## config.mk

```make
export PLATFORM = sky130hd
export DESIGN_NAME = aes_key_expand
export DESIGN_NICKNAME = d
export VERILOG_FILES = /design/src/rtl/aes_pkg.sv /design/src/rtl/aes_sbox.sv /design/src/rtl/aes_key_expand.sv
export SDC_FILE = /design/constraint.sdc
export NUM_CORES = 2
export LEC_CHECK = 0
export BUFFER_PORTS_ARGS = -buffer_cell sky130_fd_sc_hd__buf_2
export CORE_UTILIZATION = 45
export CTS_CLUSTER_SIZE = 28
export DETAILED_ROUTE_END_ITERATION = 8
export GPL_TIMING_DRIVEN = 0
export HOLD_SLACK_MARGIN = 0.06
export PLACE_DENSITY = 0.58
export SLEW_MARGIN = 20
export SYNTH_ARGS = -nofsm -noshare
export SYNTH_HDL_FRONTEND = slang
export SYNTH_HIERARCHICAL = 1
export SYNTH_SLANG_ARGS = --single-unit
export TNS_END_PERCENT = 5
```

## constraint.sdc

```tcl
create_clock -name clk -period 46 [get_ports clk]
set_input_delay 9.2 -clock clk [delete_from_list [all_inputs] [get_ports clk]]
set_output_delay 9.2 -clock clk [all_outputs]
set_load 0.05 [all_outputs]
```

## src/rtl/aes_pkg.sv

```systemverilog
// Shared AES-128 key-schedule definitions: round count, FSM states, round-constant helpers.
package aes_pkg;

  localparam int unsigned NUM_ROUNDS = 10;
  localparam logic [7:0]  RCON_INIT  = 8'h01;

  typedef enum logic [1:0] {
    IDLE   = 2'd0,
    EXPAND = 2'd1,
    DONE   = 2'd2
  } state_t;

  // GF(2^8) multiply-by-x modulo x^8+x^4+x^3+x+1.
  function automatic logic [7:0] xtime(input logic [7:0] b);
    return {b[6:0], 1'b0} ^ (b[7] ? 8'h1b : 8'h00);
  endfunction

endpackage

```

## src/rtl/aes_sbox.sv

```systemverilog
// Combinational AES S-box: multiplicative inverse in GF(2^8) followed by the affine map.
module aes_sbox
  import aes_pkg::*;
(
  input  logic [7:0] a,
  output logic [7:0] s
);

  function automatic logic [7:0] gf_mul(input logic [7:0] x, input logic [7:0] y);
    logic [7:0] p;
    logic [7:0] t;
    p = 8'h00;
    t = x;
    for (int i = 0; i < 8; i++) begin
      if (y[i]) p = p ^ t;
      t = xtime(t);
    end
    return p;
  endfunction

  logic [7:0] sq;
  logic [7:0] inv;

  // a^254 == a^-1 (and maps 0 to 0): product of a^2, a^4, ..., a^128.
  always_comb begin
    sq  = a;
    inv = 8'h01;
    for (int i = 1; i < 8; i++) begin
      sq  = gf_mul(sq, sq);
      inv = gf_mul(inv, sq);
    end
  end

  assign s = inv
           ^ {inv[6:0], inv[7]}
           ^ {inv[5:0], inv[7:6]}
           ^ {inv[4:0], inv[7:5]}
           ^ {inv[3:0], inv[7:4]}
           ^ 8'h63;

endmodule

```

## src/rtl/aes_key_expand.sv

```systemverilog
// AES-128 key expansion: one round key per cycle into a register store, registered read port.
module aes_key_expand #(
  parameter int unsigned NUM_ROUNDS = aes_pkg::NUM_ROUNDS
) (
  input  logic         clk,
  input  logic         rst,
  input  logic         key_valid,
  input  logic [127:0] key_in,
  output logic         key_ready,
  output logic         busy,
  output logic         keys_valid,
  input  logic [3:0]   rk_idx,
  output logic [127:0] rk_out
);
  import aes_pkg::*;

  localparam int unsigned KEY_W     = 128;
  localparam int unsigned IDX_W     = 4;
  localparam int unsigned NUM_SLOTS = NUM_ROUNDS + 1;

  state_t             state_q, state_d;
  logic [IDX_W-1:0]   round_q;
  logic [7:0]         rcon_q;
  logic               accept_c;
  logic               last_c;
  logic [KEY_W-1:0]   slot_q [NUM_SLOTS];
  logic [KEY_W-1:0]   prev_key;
  logic [KEY_W-1:0]   next_key;
  logic [31:0]        rot_word;
  logic [31:0]        sub_word;
  logic [31:0]        t_word;
  logic [31:0]        n0, n1, n2, n3;

  assign key_ready = (state_q != EXPAND);
  assign busy      = (state_q == EXPAND);

  always_ff @(posedge clk or posedge rst) begin
    if (rst) state_q <= IDLE;
    else     state_q <= state_d;
  end

  always_comb begin
    state_d  = state_q;
    accept_c = 1'b0;
    last_c   = 1'b0;
    case (state_q)
      IDLE, DONE: begin
        if (key_valid) begin
          accept_c = 1'b1;
          state_d  = EXPAND;
        end
      end
      EXPAND: begin
        if (round_q == IDX_W'(NUM_ROUNDS)) begin
          last_c  = 1'b1;
          state_d = DONE;
        end
      end
      default: state_d = IDLE;
    endcase
  end

  // Next round key from the previous slot: RotWord, SubWord, Rcon, then the XOR chain.
  assign prev_key = slot_q[round_q - IDX_W'(1)];
  assign rot_word = {prev_key[23:0], prev_key[31:24]};

  for (genvar b = 0; b < 4; b++) begin : g_sub
    aes_sbox u_sbox (
      .a (rot_word[8*b +: 8]),
      .s (sub_word[8*b +: 8])
    );
  end

  assign t_word   = sub_word ^ {rcon_q, 24'h0};
  assign n0       = prev_key[127:96] ^ t_word;
  assign n1       = prev_key[95:64]  ^ n0;
  assign n2       = prev_key[63:32]  ^ n1;
  assign n3       = prev_key[31:0]   ^ n2;
  assign next_key = {n0, n1, n2, n3};

  always_ff @(posedge clk or posedge rst) begin
    if (rst) begin
      round_q    <= '0;
      rcon_q     <= RCON_INIT;
      keys_valid <= 1'b0;
    end else if (accept_c) begin
      round_q    <= IDX_W'(1);
      rcon_q     <= RCON_INIT;
      keys_valid <= 1'b0;
    end else if (state_q == EXPAND) begin
      round_q <= round_q + IDX_W'(1);
      rcon_q  <= xtime(rcon_q);
      if (last_c) keys_valid <= 1'b1;
    end
  end

  // Key store is plain registers; contents are qualified by keys_valid, so no reset.
  always_ff @(posedge clk) begin
    if (accept_c)                slot_q[0]       <= key_in;
    else if (state_q == EXPAND)  slot_q[round_q] <= next_key;
  end

  always_ff @(posedge clk or posedge rst) begin
    if (rst)                                 rk_out <= '0;
    else if (32'(rk_idx) <= NUM_ROUNDS)      rk_out <= slot_q[rk_idx];
    else                                     rk_out <= '0;
  end

endmodule
```

==> impl_metrics.tcl <==
set metrics [dict create \
    synthArstFlopShare_pct 9.22 \
    fin_skew_ns 0.0443 \
    critPathTopFamily "buffers and inverters" \
    start_util_pct 45.4 \
    place_area_sq_um 141000 \
    instances_no_fill 16793 \
    overflow 0 \
    die_y_microns 545 \
    fmax_mhz 34.1 \
    core_area_sq_um 292000 \
    routed_wl_microns 498000 \
    gp_congestion 0.951 \
    hold_viol 0 \
    syn_area_sq_um 132000 \
    h-tree-depth 4 \
    drc 0 \
    ys_seq_area_share_pct 34.6 \
    grtUsageMet3_pct 7.04 \
    crit_top_cell "buf_2" \
    numPortBuffers 262 \
    status "finished clean" \
    min_period_ns 29.36 \
    row_count 198 \
    synth_edf_count 1408 \
    die_x_microns 545 \
    via_per_inst 6.34 \
    report.final.slew_viol_count 0 \
    avgSynthCellArea_sq_um 10.9 \
    synth_cells 12145 \
    cts_made_buffers 151 \
    path_class "reg2reg" \
    tightestPinTransition_ns 1.34 \
    synthFlopType "edfxtp_1" \
    crit_required_ns 46.47 \
    finish.utilization_pct 50.3 \
    cts_setup_buffers 0 \
    max_slew_margin_pct 9.90 \
    drive_above_1_share_pct 16.8 \
    cts_tree "done" \
    dieArea_sq_um 297000 \
    fin_setup_tns_ns 0 \
    vias 106468 \
    grtUsageMet2_pct 50.0 \
    synth_top_area_share_pct 31.9 \
    final_cell_mix "1,412 x xnor2_1, 1,408 x edfxtp_1, 1,405 x nor2_1" \
    yosysWarnings 6 \
    fillCellCount 26219 \
    endpoint_kind "flop" \
    cts_resized 0 \
    fin_crit_sh_pct 63.8 \
    crit_buf_inv 23 \
    grt_pass1_wl_microns 716000 \
    crit_path_start_kind "flop" \
    io_pins 266 \
    grt_max_degree 88 \
    dpl.cell_count 16502 \
    clockBufferDepth 3 \
    clock-sinks 1551 \
    syn2layout_area_growth_pct 10.8 \
    yosysTopAreaCell "edfxtp_1" \
    holdCritPathClass "reg2reg" \
    slowest_stage "a21oi_1" \
    first_global_vias 102116 \
    grt_use_total_pct 32.9 \
    antenna_found_initial 38 \
    cts.clk_slew.worst_paths_ns 0.07 \
    clk_latency_ns 0.84 \
    drt_iter0_markers 13570 \
    netlist_top_cells_area "edfxtp_1 32%, xnor2_1 9.4%, mux4_2 8.7%" \
    ant_nets 0 \
    finish.instance_area_sq_um 147000 \
    setup_viol 0 \
    layout_commonest_cell "xnor2_1" \
    met1_usage_pct 44.1 \
    synth_nets 12311 \
    arrival_ns 29.83 \
    wl_per_cell_microns 29.7 \
    detail_route.first_pass.iterations 8 \
    rsz0062_at_grt "no" \
    synth_cell_types 119 \
    nets 12925 \
    grt_busiest_layer "met2" \
    cp_max_fo 11 \
    clockRootBuffer "clkbuf_16" \
    ys_ff_latch 1551 \
    cap_violations 0 \
    critPathMaxStageDelay_ns 0.90 \
    dp_hpwl_microns 374000 \
    cts_hold_buffers 0 \
]
final cells by class:
| class | count | area [sq um] | share of cell area, % |
|---|---|---|---|
| Tap cell | 3900 | 4880 | 3.33 |
| Clock inverter | 90 | 937 | 0.639 |
| Inverter | 88 | 338 | 0.230 |
| Multi-Input combinational cell | 9646 | 82700 | 56.3 |
| Sequential cell | 1551 | 45900 | 31.2 |
| Buffer | 860 | 4040 | 2.75 |
| Timing Repair Buffer | 461 | 3820 | 2.60 |
| Clock buffer | 186 | 4160 | 2.83 |
| Antenna cell | 11 | 27.5 | 0.0188 |
cell families (layout without fill, tap and decap cells):
family	Yosys count	in the layout	synth area share (%)
compound gates	2231	2231	11.3
xor+xnor	2540	2540	23.8
fa+ha+maj	35	35	0.323
buf+inv	948	1685	3.25
flops	1551	1551	34.6
mux	1252	1252	14.4
other cells	0	11	0
simple gates	3588	3588	12.3
cell usage after synthesis (75+ instances only):
library cell,count
a22o_1,93
o21ai_0,360
and2_1,77
nand3_1,217
nand2_1,1000
clkbuf_1,489
nor2_1,1411
nor3_1,217
xnor2_2,176
nand2b_1,100
edfxtp_1,1408
dfrtp_1,142
a22oi_1,75
a211oi_1,91
xor2_1,371
buf_2,158
xnor2_1,1424
o21ai_1,80
buf_1,114
nor2b_1,76
mux4_2,512
mux2i_1,679
xnor3_1,357
a21oi_1,566
or3_1,94
nand4_1,80
o22ai_1,243
sequential cells by signal, indices dropped and copies added, names as in the netlist:
signal      flops
keys_valid      1
rcon_q          8
rk_out        128
round_q         4
slot_q       1408
state_q         2
final timing paths:
check,end,slack (ns),depth (start not counted),startpoint
worst max register to register,slot_q[6][17],16.64,77,round_q[0]
max in group asynchronous,rk_out[78],36.61,3,rst
worst max-delay path,slot_q[6][17],16.64,77,round_q[0]
worst min-delay path,state_q[1],0.52,1,state_q[0]
min in group asynchronous,rk_out[30],8.43,2,rst
worst min register to register,state_q[1],0.52,1,state_q[0]
layer usage:
metal,vias to the layer above,routed length [microns]
met5,-,68
met4,10,29600
met3,929,51200
met2,6022,219000
met1,53392,198000
li1,46115,-
per-stage QoR:
stage	worst slack (ns)	hold WS [ns]
finish	16.64	0.516
global route	15.95	0.532
CTS	17.46	0.517
detailed placement	17.47	0.504
global placement	15.40	0.475
floorplan	26.23	0.449
Power is not shown: default switching activity piles up to over one toggle a cycle in this logic, so the estimate is an artifact.
